File: config.mk
export PLATFORM = sky130hd
export DESIGN_NAME = matmul_seq_ctrl
export DESIGN_NICKNAME = d
export VERILOG_FILES = /design/src/rtl/matmul_pkg.sv /design/src/rtl/matmul_mac.sv /design/src/rtl/matmul_seq_ctrl.sv
export SDC_FILE = /design/constraint.sdc
export NUM_CORES = 1
export LEC_CHECK = 0
export BUFFER_PORTS_ARGS = -buffer_cell sky130_fd_sc_hd__buf_2
export CAP_MARGIN = 40
export CORE_ASPECT_RATIO = 1.5
export CORE_UTILIZATION = 45
export DETAILED_ROUTE_END_ITERATION = 6
export HOLD_SLACK_MARGIN = 0.05
export PLACE_DENSITY = 0.72
export RECOVER_POWER = 100
export SLEW_MARGIN = 20
export SYNTH_ARGS = -nofsm -noshare
export SYNTH_HDL_FRONTEND = slang
export SYNTH_SLANG_ARGS = --single-unit
File: constraint.sdc
create_clock -name clk -period 7.8 [get_ports clk]
set_clock_uncertainty 0.1 [all_clocks]
set_input_delay 1.95 -clock clk [delete_from_list [all_inputs] [get_ports clk]]
set_output_delay 1.95 -clock clk [all_outputs]
set_load 0.02 [all_outputs]
File: src/rtl/matmul_pkg.sv
// matmul_pkg: shared constants and FSM state type for the 8x8 matrix-multiply sequencer.
package matmul_pkg;

  localparam int unsigned DW    = 8;
  localparam int unsigned LOG2N = 3;
  localparam int unsigned N     = 1 << LOG2N;
  localparam int unsigned CW    = 2*DW + LOG2N;
  localparam int unsigned AW    = 2*LOG2N;

  typedef enum logic [1:0] {
    IDLE  = 2'd0,
    RUN   = 2'd1,
    FLUSH = 2'd2,
    DONE  = 2'd3
  } state_t;

endpackage

File: src/rtl/matmul_mac.sv
// matmul_mac: multiplier plus accumulator, emits one dot-product sum per element.
// Build option: MATMUL_SIGNED_EN selects two's-complement operands (sign-extended products).
module matmul_mac #(
  parameter int unsigned DW = matmul_pkg::DW,
  parameter int unsigned CW = matmul_pkg::CW
) (
  input  logic          clk,
  input  logic          rst_n,
  input  logic          clr,
  input  logic          vld,
  input  logic          last,
  input  logic [DW-1:0] a,
  input  logic [DW-1:0] b,
  output logic [CW-1:0] sum,
  output logic          sum_vld
);

  logic [CW-1:0] r_acc;
  logic [CW-1:0] w_prod;

`ifdef MATMUL_SIGNED_EN
  logic [2*DW-1:0] w_a_ext;
  logic [2*DW-1:0] w_b_ext;
  logic [2*DW-1:0] w_prod_raw;

  // Low 2*DW bits of the sign-extended product are the exact signed product.
  assign w_a_ext    = {{DW{a[DW-1]}}, a};
  assign w_b_ext    = {{DW{b[DW-1]}}, b};
  assign w_prod_raw = w_a_ext * w_b_ext;
  assign w_prod     = {{(CW-2*DW){w_prod_raw[2*DW-1]}}, w_prod_raw};
`else
  assign w_prod = CW'((2*DW)'(a) * (2*DW)'(b));
`endif

  assign sum     = r_acc + w_prod;
  assign sum_vld = vld & last;

  // The last product of an element is emitted via sum and the accumulator restarts at zero.
  always_ff @(posedge clk or negedge rst_n) begin
    if (!rst_n) begin
      r_acc <= '0;
    end else if (clr) begin
      r_acc <= '0;
    end else if (vld) begin
      if (last) begin
        r_acc <= '0;
      end else begin
        r_acc <= sum;
      end
    end
  end

endmodule

File: src/rtl/matmul_seq_ctrl.sv
// matmul_seq_ctrl: walks C = A x B row-major, one operand pair per cycle, one C write per 8 cycles.
// Build option: MATMUL_SIGNED_EN (two's-complement operands, handled in matmul_mac).
module matmul_seq_ctrl #(
  parameter int unsigned DW    = matmul_pkg::DW,
  parameter int unsigned LOG2N = matmul_pkg::LOG2N,
  parameter int unsigned CW    = 2*DW + LOG2N
) (
  input  logic                 clk,
  input  logic                 rst_n,
  input  logic                 start,
  output logic                 busy,
  output logic                 done,
  output logic [2*LOG2N-1:0]   a_addr,
  input  logic [DW-1:0]        a_data,
  output logic [2*LOG2N-1:0]   b_addr,
  input  logic [DW-1:0]        b_data,
  output logic [2*LOG2N-1:0]   c_addr,
  output logic [CW-1:0]        c_data,
  output logic                 c_wr
);

  import matmul_pkg::*;

  state_t            r_state;
  state_t            w_state_nxt;
  logic [LOG2N-1:0]  r_i;
  logic [LOG2N-1:0]  r_j;
  logic [LOG2N-1:0]  r_k;
  logic [LOG2N-1:0]  r_ci;
  logic [LOG2N-1:0]  r_cj;
  logic              r_vld_d;
  logic              r_last_d;
  logic              w_start_acc;
  logic              w_issue;
  logic              w_last_issue;
  logic [CW-1:0]     w_sum;
  logic              w_sum_vld;

  always_ff @(posedge clk or negedge rst_n) begin
    if (!rst_n) begin
      r_state <= IDLE;
    end else begin
      r_state <= w_state_nxt;
    end
  end

  always_comb begin
    w_state_nxt  = r_state;
    w_start_acc  = 1'b0;
    w_issue      = 1'b0;
    w_last_issue = 1'b0;
    case (r_state)
      IDLE: begin
        if (start) begin
          w_state_nxt = RUN;
          w_start_acc = 1'b1;
        end
      end
      RUN: begin
        w_issue = 1'b1;
        if (&{r_i, r_j, r_k}) begin
          w_last_issue = 1'b1;
          w_state_nxt  = FLUSH;
        end
      end
      FLUSH:   w_state_nxt = DONE;
      DONE:    w_state_nxt = IDLE;
      default: w_state_nxt = IDLE;
    endcase
  end

  // Counters freeze on the final issue so the addresses hold (63, 63) until the next start.
  always_ff @(posedge clk or negedge rst_n) begin
    if (!rst_n) begin
      r_i <= '0;
      r_j <= '0;
      r_k <= '0;
    end else if (w_start_acc) begin
      r_i <= '0;
      r_j <= '0;
      r_k <= '0;
    end else if (w_issue && !w_last_issue) begin
      r_k <= r_k + LOG2N'(1);
      if (&r_k) begin
        r_j <= r_j + LOG2N'(1);
        if (&r_j) begin
          r_i <= r_i + LOG2N'(1);
        end
      end
    end
  end

  // Delay line aligning control with the registered RAM read data.
  always_ff @(posedge clk or negedge rst_n) begin
    if (!rst_n) begin
      r_vld_d  <= 1'b0;
      r_last_d <= 1'b0;
      r_ci     <= '0;
      r_cj     <= '0;
    end else begin
      r_vld_d  <= w_issue;
      r_last_d <= w_issue && (&r_k);
      if (w_issue) begin
        r_ci <= r_i;
        r_cj <= r_j;
      end
    end
  end

  matmul_mac #(
    .DW (DW),
    .CW (CW)
  ) u_mac (
    .clk     (clk),
    .rst_n   (rst_n),
    .clr     (w_start_acc),
    .vld     (r_vld_d),
    .last    (r_last_d),
    .a       (a_data),
    .b       (b_data),
    .sum     (w_sum),
    .sum_vld (w_sum_vld)
  );

  assign a_addr = {r_i, r_k};
  assign b_addr = {r_k, r_j};
  assign c_addr = {r_ci, r_cj};
  assign c_wr   = w_sum_vld;
  assign c_data = w_sum_vld ? w_sum : '0;
  assign busy   = (r_state == RUN) || (r_state == FLUSH);
  assign done   = (r_state == DONE);

endmodule

# After elaboration in Yosys (flattened, before gate mapping)
# Cells that the tools add are included.
[totals] reg_bits=38 latch_bits=0 ram_bits=0 rom_bits=0 input_bits=19 mem_count=0
[classes] addsub=4 mul=1 div_mod_pow=0 magnitude_cmp=0 eq_ne=5 shifts=0 muxes=21 n_bitwise=1 n_reduce_logical=15
[ops] operator="$mux W19" n=4
[ops] operator="$mux W3" n=9
[ops] operator="$add A19 B16 Y19" n=1
[ops] operator="$mul A8 B8 Y16" n=1
[ops] operator="$add A3 B1 Y3 const B" n=3
[ops] operator="$reduce_and A3 Y1" n=3
[ops] operator="$reduce_and A9 Y1" n=1
[ops] operator="$pmux W2 S4" n=1
[ops] operator="$reduce_bool A2 Y1" n=4
[ops] operator="$mux W1" n=5
[ops] operator="$eq A2 B2 Y1 const B" n=2
[ops] operator="$mux W2" n=2
[ops] operator="$ne A2 B2 Y1 const B" n=2
[ops] operator="$reduce_and A2 Y1" n=2
[ops] operator="$eq A2 B1 Y1 const B" n=1
[ops] operator="$logic_and A1 B1 Y1" n=2
[ops] operator="$logic_not A2 Y1" n=1
[ops] operator="$and A1 B1 Y1" n=1
[ops] operator="$logic_not A1 Y1" n=1
[ops] operator="$logic_or A1 B1 Y1" n=1

# Logic depth before layout (Yosys ltp)
# Gate-level depths: netlist of the first run.
[logic_depth] word_depth=7 depth_mapped=16

# Modules after synthesis
# A second synthesis of the first run with hierarchy kept.
[hier_totals] cells_unflattened=466 area_unflattened_um2=4435.5
[by_module_without_submodules] mod="matmul_mac" n_inst=1 cells_each=368 area_per_inst_um2=3342.0 seq_area_each_um2=475.5
[by_module_without_submodules] mod="matmul_seq_ctrl" n_inst=1 cells_each=98 area_per_inst_um2=1093.5 seq_area_each_um2=475.5

# Least setup slack after synthesis of the first run
# OpenSTA, ideal clock, no wires.
[synth_timing] kind="input to output" start="in b_data[1]" end="out c_data[16]" arrival_time_ns=5.950 t_required_ns=5.750 setup_slack_ns=-0.200 path_stages=15 path_buffers=1 path_cell_list="clkbuf_1 -> nand2_1 -> fa_1 -> inv_1 -> fa_1 -> fa_1 -> inv_1 -> fa_1 -> inv_1 -> ha_1 -> o211ai_1 -> o21ai_0 -> nand2_1 -> nand3_1 -> nor3b_1"
[synth_between] elab_chain_len=3
[synth_lines] element="start: declaration" line="matmul_seq_ctrl.sv:16" rtl="input logic [DW-1:0] b_data,"
[synth_lines] element="$mul A8 B8 Y16" line="matmul_mac.sv:32" rtl="assign w_prod = CW'((2*DW)'(a) * (2*DW)'(b));"
[synth_lines] element="$add A19 B16 Y19" line="matmul_mac.sv:35" rtl="assign sum = r_acc + w_prod;"
[synth_lines] element="$mux W19" line="matmul_seq_ctrl.sv:129" rtl="assign c_data = w_sum_vld ? w_sum : '0;"
[synth_lines] element="end: declaration" line="matmul_seq_ctrl.sv:18" rtl="output logic [CW-1:0] c_data,"
# No other way between the ends.

# Worst setup path after layout of the first run
[layout_timing] start="in a_data[5]" end="out c_data[17]"
[layout_between] elab_chain_len=3
[layout_lines] element="start: declaration" line="matmul_seq_ctrl.sv:14" rtl="input logic [DW-1:0] a_data,"
[layout_lines] element="$mul A8 B8 Y16" line="matmul_mac.sv:32"
[layout_lines] element="$add A19 B16 Y19" line="matmul_mac.sv:35"
[layout_lines] element="$mux W19" line="matmul_seq_ctrl.sv:129"
# No other way between the ends.

==> flow_metrics.py, run 1 <==
metrics = {
    "global_routing": {
        "grt_start_max_net_pins": 32,
        "track_usage_pct": 23.2,
        "grt_pass1_vias": 4123,
        "grt_pass1_wl_um": 19000,
        "grt_antenna_before_repair": 0,
        "grt_overflow": 0,
    },
    "synthesis": {
        "yosys_warnings": 0,
        "synth_area_sq_um": 4470,
        "ys_top_cells_by_count": "104 x inv_1, 58 x nand2_1, 51 x ha_1",
        "ys_seq_elements": 38,
        "syn_area_per_cell_sq_um": 9.02,
        "synthArstFlopShare_pct": 100,
        "dominantRegCellSynth": "dfrtp_1",
        "yosysMostFrequentCell": "inv_1",
        "synth_edf_count": 0,
        "synth_area_leaders": "fa_1 22%, dfrtp_1 21%, ha_1 14%",
        "synth.distinct_cells": 45,
        "synth_area_leader_cell": "fa_1",
        "seq_area_frac_synth_pct": 21.3,
        "yosysTopAreaCellShare_pct": 22.4,
        "synthCells": 495,
        "syn-num-nets": 615,
    },
    "sta": {
        "tightest_slew_ns": 1.77,
        "finalSetupViolCount": 4,
        "worst_slack_ns": -0.0510,
        "min_period_ns": 7.85,
        "hold_violations": 0,
        "maxSlewViolCount": 32,
        "finalCritPeriodShare_pct": 101,
        "holdWs_ns": 0.384,
        "max_freq_mhz": 127,
        "relSlewSlack_pct": -18.0,
        "grt_setup_unrepaired": "true",
    },
    "placed_design": {
        "dp_cells": 700,
        "dp_slack_ns": -0.457,
        "io_buffer_count": 58,
        "dp_hpwl_um": 8670,
        "gp_congestion": 0.910,
    },
    "clock_tree": {
        "clk_latency_ns": 0.29,
        "clk_pin_slew_worst_paths_ns": 0.06,
        "cts_tree": "yes",
        "hold_buffers": 0,
        "cts_buffers": 5,
        "cts_sinks": 38,
        "cts_max_level": 2,
        "clock_path_buffers": 2,
        "clock-root-buffer": "clkbuf_16",
    },
    "flow_run": {
        "cap_violations": 1,
    },
    "finish": {
        "postLayoutCoreUtil_pct": 60.6,
        "fin_nets": 720,
        "antenna_cells": 0,
        "syn_to_final_growth_pct": 30.8,
        "fin_cells": 716,
        "drive_gt1_share_pct": 28.1,
    },
    "critical_path": {
        "worst_setup_path_end_kind": "output port",
        "r2r_start": "u_mac.r_acc[7]$_DFFE_PN0P_",
        "worstSetupStartpointType": "primary input",
        "worstPathArrival_ns": 5.80,
        "critPathMaxFanout": 8,
        "rrSetupSlack_ns": 3.41,
        "crit_start": "a_data[5]",
        "crit_required_ns": 5.75,
        "path_class": "primary input to output port",
    },
    "detailed_routing": {
        "wl_per_cell_um": 16.0,
        "dr.pass1.iters": 4,
        "totalWireLength_um": 11500,
        "vias": 3775,
        "vias_per_cell": 5.27,
        "post-route-drc-count": 0,
        "antenna_left": 0,
        "drt-initial-drc-count": 159,
    },
    "power_and_ir_drop": {
        "p_leak_uw": 0.00303,
        "power_frac_comb_pct": 82.0,
        "power_frac_clock_pct": 7.4,
        "seqPwrFrac_pct": 10.7,
        "power_density_nw_per_um2": 488,
        "sw_frac_of_total_pct": 48.1,
        "p_int_uw": 1480,
        "peakVddDrop_mv": 0.304,
        "switching_power_uw": 1370,
    },
    "floorplan": {
        "io_pins": 59,
        "start_util_pct": 46.4,
        "die_area_sq_um": 10300,
        "rows": 44,
        "die_h_um": 124,
        "die_x_um": 83.3,
        "coreArea_sq_um": 9630,
    },
    "hold_path": {
        "holdCritStartpoint": "u_mac.r_acc[5]$_DFFE_PN0P_",
        "hp-class": "register to register",
    },
    "run_status": {
        "outcome": "complete, but fails checks",
        "violations": "max-capacitance violations, max-slew violations, negative setup slack",
    },
}
[kinds of logic after synthesis]
logic type | Yosys count | share of synthesized area [%]
compound gates | 67 | 9.95
flops | 38 | 21.3
simple gates | 148 | 16.4
xor+xnor | 13 | 2.55
buf+inv | 116 | 10.2
mux | 12 | 2.89
fa+ha+maj | 101 | 36.7
[layout by cell type, fill, tap and decap left out, types with 5 or more instances in the layout]
cell type / Yosys / layout
nor2_1: 23 / 23
inv_2: 0 / 8
mux2_2: 7 / 7
mux2i_1: 5 / 5
fa_2: 0 / 8
o211ai_1: 5 / 5
buf_2: 2 / 13
nand2_2: 0 / 7
and3_1: 7 / 5
a21oi_1: 15 / 9
clkbuf_1: 6 / 25
xor2_1: 8 / 7
fa_1: 50 / 42
inv_1: 104 / 96
dfrtp_1: 38 / 38
and2_1: 38 / 29
o21ai_0: 24 / 21
a22o_1: 5 / 5
ha_4: 0 / 9
nand3_1: 5 / 5
ha_1: 51 / 41
buf_4: 3 / 52
nand2_1: 58 / 48
buf_6: 1 / 13
and2_4: 0 / 7
clkbuf_16: 0 / 5
[power by group through the flow]
stage | Clock (uW) | Combinational [uW] | Sequential (uW)
4_1_cts | 214 | 2150 | 303
2_1_floorplan | 0 | 1180 | 307
6_report | 210 | 2340 | 305
3_3_place_gp | 0 | 1720 | 303
3_5_place_dp | 0 | 1770 | 306
5_1_grt | 221 | 2570 | 313
[registers in the layout, indices dropped and copies added, names as in the netlist]
name	cells
u_mac.r_acc	19
r_ci	3
r_cj	3
r_i	3
r_j	3
r_k	3
r_state	2
r_last_d	1
r_vld_d	1
[final cells by class]
cell class	instances	area, sq um
Tap cell	115	144
Inverter	104	390
Timing Repair Buffer	110	821
Multi-Input combinational cell	341	3380
Clock inverter	2	12.5
Clock buffer	6	139
Fill cell	770	3790
Sequential cell	38	951
[through the flow]
| step | power (uW) | TNS, ns | cell area (sq um) |
|---|---|---|---|
| final | 2850 | -0.147 | 5840 |
| after global routing | 3110 | -1.19 | 5840 |
| after CTS | 2670 | -0.0559 | 5820 |
| after detailed placement | 2080 | -2.91 | 5200 |
| after global placement | 2020 | -2.69 | 5180 |
| after floorplan | 1490 | 0 | 4490 |
[routing by layer]
layer  track usage [%]  wire length, um  up-vias
met5                 0                0        -
met4              9.81              307        0
li1                  -                -     1781
met2              46.9             6450       91
met3              2.45              347       24
met1              24.1             4340     1879
[worst max-delay path, cell delays in order]
cell and delay (ns):
buf_6 0.12, and2_4 0.16, fa_1 0.55, fa_1 0.44, fa_1 0.52, inv_2 0.04
fa_1 0.54, inv_1 0.07, ha_4 0.24, a21oi_4 0.16, o221ai_2 0.12, a31o_1 0.19
or3_1 0.37, and3_4 0.20, buf_6 0.12
[final timing paths]
check | end | depth (start not counted)
min in group asynchronous | u_mac.r_acc[14]$_DFFE_PN0P_ | 1
worst max-delay path | c_data[17] | 15
max in group asynchronous | r_cj[1]$_DFFE_PN0P_ | 2
worst min-delay path | u_mac.r_acc[5]$_DFFE_PN0P_ | 2
worst max register to register | u_mac.r_acc[14]$_DFFE_PN0P_ | 16
worst min register to register | u_mac.r_acc[5]$_DFFE_PN0P_ | 2
[repair_timing]
item,4_1_cts,5_1_grt
buffers inserted,8,1
pin swaps,54,13
resized for setup,109,18
endpoints found under the setup margin,11,11
No activity file was read; power rests on OpenSTA's default activity.
==> run 2: changes to the inputs <==
Settings changed: BUFFER_PORTS_ARGS -buffer_cell sky130_fd_sc_hd__buf_2 to -buffer_cell sky130_fd_sc_hd__buf_4.
==> flow_metrics.py, run 2 (synthesis gave the netlist of run 1 again) <==
metrics = {
    "run_status": {
        "outcome": "complete, but fails checks",
        "violations": "max-capacitance violations, max-slew violations, negative setup slack",
    },
    "critical_path": {
        "cp_common_cell": "fa_1",
        "cp-endpoint": "c_data[17]",
        "cpMaxStageDelayCell": "fa_1",
        "critical-path-top-delay-family": "adder cells",
        "r2r_cells": 18,
        "crit_buf_inv": 4,
        "worst_setup_path_end_kind": "output port",
        "max_stage_delay_ns": 0.53,
        "path_class": "primary input to output port",
        "r2r-end": "u_mac.r_acc[18]$_DFFE_PN0P_",
        "crit_start": "a_data[4]",
        "r2r_start": "u_mac.r_acc[7]$_DFFE_PN0P_",
        "rrSetupSlack_ns": 3.38,
        "worstSetupStartpointType": "primary input",
        "crit_required_ns": 5.75,
        "critPathMaxFanout": 8,
        "path_cells": "buf_8 > and2_1 > fa_1 > fa_1 > fa_1 > inv_1 > fa_1 > inv_1 > ha_4 > a21oi_4 > o221ai_2 > a31o_1 > or3_4 > and3_4 > buf_6",
        "cp_num_cells": 15,
        "worstPathArrival_ns": 5.87,
    },
    "clock_tree": {
        "cts_max_level": 2,
        "clock-root-buffer": "clkbuf_16",
        "cts_buffers": 5,
        "hold_buffers": 0,
        "clk_latency_ns": 0.29,
        "cts_sinks": 38,
        "cts_tree": "yes",
        "clock_path_buffers": 2,
        "clk_pin_slew_worst_paths_ns": 0.06,
    },
    "finish": {
        "largest_reg_flops": 19,
        "largest_register": "u_mac.r_acc",
        "nFillCells": 767,
        "antenna_cells": 0,
        "drive_gt1_share_pct": 29.7,
        "syn_to_final_growth_pct": 34.0,
        "multiInputGateArea_sq_um": 3430,
        "layout_commonest_cell": "inv_1",
        "layout_common_cells": "95 x inv_1, 63 x buf_4, 46 x nand2_1, 45 x fa_1, 40 x ha_1",
        "regArea_sq_um": 951,
        "fin_nets": 721,
    },
    "floorplan": {
        "die_x_um": 83.3,
        "coreArea_sq_um": 9630,
        "rows": 44,
        "io_pins": 59,
        "die_area_sq_um": 10300,
        "start_util_pct": 46.4,
        "die_h_um": 124,
    },
    "placed_design": {
        "dp_hpwl_um": 8570,
        "gp_congestion": 0.877,
        "io_buffer_count": 58,
        "dp_slack_ns": -0.417,
    },
    "detailed_routing": {
        "vias_per_cell": 5.26,
        "totalWireLength_um": 11300,
        "antenna_left": 0,
        "post-route-drc-count": 0,
        "wl_per_cell_um": 15.7,
        "dr.pass1.iters": 4,
        "drt-initial-drc-count": 91,
        "vias": 3774,
    },
    "sta": {
        "hold_violations": 0,
        "maxSlewViolCount": 39,
        "tightest_slew_ns": 2.19,
        "min_period_ns": 7.92,
        "finalCritPeriodShare_pct": 102,
        "finalSetupTns_ns": -0.264,
        "max_freq_mhz": 126,
        "relSlewSlack_pct": -45.8,
        "grt_setup_unrepaired": "true",
        "worst_slack_ns": -0.123,
        "finalSetupViolCount": 6,
    },
    "global_routing": {
        "grt_pass1_wl_um": 18500,
        "grt_overflow": 0,
        "track_usage_pct": 22.7,
        "grt_start_max_net_pins": 39,
        "grt_pass1_vias": 4114,
        "grt_antenna_before_repair": 0,
    },
    "flow_run": {
        "cap_violations": 1,
    },
    "power_and_ir_drop": {
        "p_leak_uw": 0.00308,
        "peakVddDrop_mv": 0.312,
        "power_density_nw_per_um2": 491,
    },
    "hold_path": {
        "hp-class": "register to register",
    },
}
==> run 2: cell types whose count changed in the layout (fill, tap and decap cells not counted), moves of 2 or more <==
cell       delta
buf_4        +11
a21oi_1       -2
fa_2          -3
bufinv_16     +2
buf_12        -2
buf_8         +5
o21ai_0       -3
buf_2        -13
o21ai_2       +2
nand2_1       -2
fa_1          +3
nand2_4       +2
==> run 2: worst min-delay path by stage <==
| stage | to | from | cells past startpoint | slack [ns] |
|---|---|---|---|---|
| floorplan | u_mac.r_acc[13]$_DFFE_PN0P_ | u_mac.r_acc[13]$_DFFE_PN0P_ | 2 | 0.35 |
| global placement | u_mac.r_acc[9]$_DFFE_PN0P_ | u_mac.r_acc[9]$_DFFE_PN0P_ | 2 | 0.37 |
| detailed placement | u_mac.r_acc[7]$_DFFE_PN0P_ | u_mac.r_acc[7]$_DFFE_PN0P_ | 2 | 0.38 |
| CTS | u_mac.r_acc[7]$_DFFE_PN0P_ | u_mac.r_acc[7]$_DFFE_PN0P_ | 2 | 0.39 |
| global route | u_mac.r_acc[5]$_DFFE_PN0P_ | u_mac.r_acc[5]$_DFFE_PN0P_ | 2 | 0.42 |
| finish | u_mac.r_acc[8]$_DFFE_PN0P_ | u_mac.r_acc[8]$_DFFE_PN0P_ | 2 | 0.39 |
==> run 2: power breakdown <==
| group | switching [uW] | internal [uW] |
|---|---|---|
| clock | 88.0 | 184 |
| combinational | 1250 | 1110 |
| sequential | 48.1 | 258 |
| total | 1390 | 1550 |
==> run 2: repair_timing <==
item,4_1_cts,5_1_grt
resized for setup,86,39
buffers inserted,7,5
endpoints found under the hold margin,0,0
endpoints found under the setup margin,11,11
pin swaps,53,37
==> run 2: worst reg2reg max path, stage by stage (launching register included) <==
cell and delay (ns):
dfrtp_1 0.35, inv_1 0.06, fa_1 0.55, inv_2 0.04, fa_1 0.49, fa_1 0.55, inv_1 0.05, fa_1 0.51
inv_2 0.05, ha_4 0.29, buf_6 0.10, o211ai_1 0.11, o211ai_1 0.27, buf_4 0.16, and3_4 0.20, buf_4 0.10
buf_4 0.10, o21ai_0 0.06, o21ai_0 0.21
==> run 2: through the flow <==
step / total power, uW / area (sq um) / cells / hold slack (ns) / util, %
after floorplan: 1490 / 4490 / 495 / 0.350 / -
after global placement: 2040 / 5340 / 700 / 0.366 / 55.4
after detailed placement: 2080 / 5340 / 700 / 0.380 / 55.4
after CTS: 2730 / 5920 / 715 / 0.394 / 61.4
after global routing: 3180 / 5990 / 717 / 0.421 / 62.1
final: 2940 / 5990 / 717 / 0.393 / 62.1
==> run 2: layout make-up <==
class                   count  area share, %
clock buffers               5           2.09
clock inverters             3           1.15
flip-flops and latches     38           15.9
repair buffers            111           14.7
well taps                 115           2.40
multi-input cells         341           57.3
inverters                 104           6.52
==> run 2: routing by layer <==
layer,wire [um],vias to the layer above,track usage (%)
li1,-,1781,-
met5,0,-,0
met1,4390,1878,23.8
met3,347,28,2.52
met4,395,0,11.6
met2,6150,87,44.5
==> run 3: changes to the inputs <==
Settings changed: CAP_MARGIN 40 to 20, RECOVER_POWER 100 to default.
==> flow_metrics.py, run 3 (synthesis gave the netlist of run 1 again) <==
metrics = {
    "run_status": {
        "outcome": "complete, but fails checks",
        "violations": "negative setup slack",
    },
    "clock_tree": {
        "cts_buffers": 5,
        "clk_latency_ns": 0.29,
        "cts_tree": "yes",
        "clock-root-buffer": "clkbuf_16",
        "cts_max_level": 2,
        "clk_pin_slew_worst_paths_ns": 0.06,
        "clock_path_buffers": 2,
        "cts_sinks": 38,
    },
    "global_routing": {
        "track_usage_pct": 22.7,
        "grt_pass1_vias": 4114,
        "grt_pass1_wl_um": 18500,
        "grt_overflow": 0,
        "grt_antenna_before_repair": 0,
        "grt_start_max_net_pins": 39,
    },
    "hold_path": {
        "holdPathStages": 2,
        "hp-class": "register to register",
    },
    "finish": {
        "layout_common_cells": "95 x inv_1, 88 x buf_4, 46 x nand2_1, 44 x fa_1, 39 x ha_1",
        "syn_to_final_growth_pct": 36.7,
        "drive_gt1_share_pct": 34.2,
        "fin_nets": 721,
        "largest_register": "u_mac.r_acc",
        "fin_cells": 717,
        "largest_reg_flops": 19,
        "antenna_cells": 0,
        "layout_commonest_cell": "inv_1",
        "postLayoutCoreUtil_pct": 63.4,
    },
    "sta": {
        "relSlewSlack_pct": 54.4,
        "worst_slack_ns": -0.123,
        "max_freq_mhz": 126,
        "hold_violations": 0,
        "grt_setup_unrepaired": "true",
        "finalSetupViolCount": 6,
        "min_period_ns": 7.92,
        "tightest_slew_ns": 0.681,
        "finalCritPeriodShare_pct": 102,
        "maxSlewViolCount": 0,
    },
    "detailed_routing": {
        "dr.pass1.iters": 4,
        "totalWireLength_um": 11300,
        "drt-initial-drc-count": 80,
        "antenna_left": 0,
        "vias_per_cell": 5.27,
        "post-route-drc-count": 0,
        "vias": 3778,
        "wl_per_cell_um": 15.8,
    },
    "power_and_ir_drop": {
        "peakVddDrop_mv": 0.312,
        "p_leak_uw": 0.00318,
        "power_density_nw_per_um2": 487,
        "p_total_uw": 2970,
    },
    "placed_design": {
        "dp_hpwl_um": 8570,
        "gp_congestion": 0.877,
        "io_buffer_count": 58,
        "dp_cells": 700,
        "dp_slack_ns": -0.417,
    },
    "critical_path": {
        "worst_setup_path_end_kind": "output port",
        "path_class": "primary input to output port",
        "critPathMaxFanout": 8,
        "crit_required_ns": 5.75,
        "worstPathArrival_ns": 5.87,
        "r2r_cells": 18,
        "worstSetupStartpointType": "primary input",
    },
    "floorplan": {
        "die_x_um": 83.3,
        "start_util_pct": 46.4,
        "die_area_sq_um": 10300,
        "die_h_um": 124,
        "io_pins": 59,
        "rows": 44,
        "coreArea_sq_um": 9630,
    },
    "flow_run": {
        "cap_violations": 0,
    },
}
## run 3: changes by cell type in the layout (fill, tap and decap cells not counted), sizes merged
cell    before  now
buf         86  111
clkbuf      30    5
## run 3: metrics by stage
| stage | TNS [ns] | area, sq um | hold slack [ns] |
|---|---|---|---|
| global placement | -2.32 | 5340 | 0.366 |
| CTS | -0.214 | 5920 | 0.394 |
| global route | -1.24 | 6110 | 0.421 |
| floorplan | 0 | 4490 | 0.350 |
| finish | -0.260 | 6110 | 0.393 |
| detailed placement | -2.62 | 5340 | 0.380 |
## run 3: worst paths after layout
path | startpoint | endpoint | slack [ns]
setup reg to reg | u_mac.r_acc[7]$_DFFE_PN0P_ | u_mac.r_acc[18]$_DFFE_PN0P_ | 3.41
setup / recovery | a_data[4] | c_data[17] | -0.12
hold reg to reg | u_mac.r_acc[8]$_DFFE_PN0P_ | u_mac.r_acc[8]$_DFFE_PN0P_ | 0.39
max in group asynchronous | rst_n | u_mac.r_acc[6]$_DFFE_PN0P_ | 5.70
min in group asynchronous | rst_n | r_i[0]$_DFFE_PN0P_ | 1.53
hold / removal | u_mac.r_acc[8]$_DFFE_PN0P_ | u_mac.r_acc[8]$_DFFE_PN0P_ | 0.39
## run 3: cell type report
cell class / count / area (sq um)
multi-input combinational: 341 / 3460
clock inverter: 3 / 68.8
fill: 746 / 3530
sequential: 38 / 951
tap: 115 / 144
inverter: 104 / 390
timing repair buffer: 111 / 967
clock buffer: 5 / 125
## run 3: layer usage
layer / GRT usage (%) / vias to the layer above / routed length (um)
li1: - / 1782 / -
met1: 23.8 / 1885 / 4420
met2: 44.5 / 85 / 6180
met3: 2.52 / 26 / 369
met4: 11.6 / 0 / 375
met5: 0 / - / 0
## run 3: power breakdown
part | total [uW] | switching [uW] | leakage, uW | internal [uW]
clock | 272 | 88.2 | 0.0000940 | 184
combinational | 2400 | 1250 | 0.00259 | 1140
sequential | 307 | 48.6 | 0.000504 | 258
total | 2970 | 1390 | 0.00318 | 1580
## run 3: repair_timing
action,CTS,global route
pin swaps,53,37
buffers inserted,7,5
hold buffers,0,0
setup endpoints to repair,11,11
gates resized for setup,86,39
## run 3: worst max-delay path, stage by stage
cell,delay (ns)
buf_8,0.12
and2_1,0.19
fa_1,0.53
fa_1,0.44
fa_1,0.50
inv_1,0.06
fa_1,0.52
inv_1,0.06
ha_4,0.26
a21oi_4,0.17
o221ai_2,0.17
a31o_1,0.25
or3_4,0.34
and3_4,0.19
buf_6,0.12
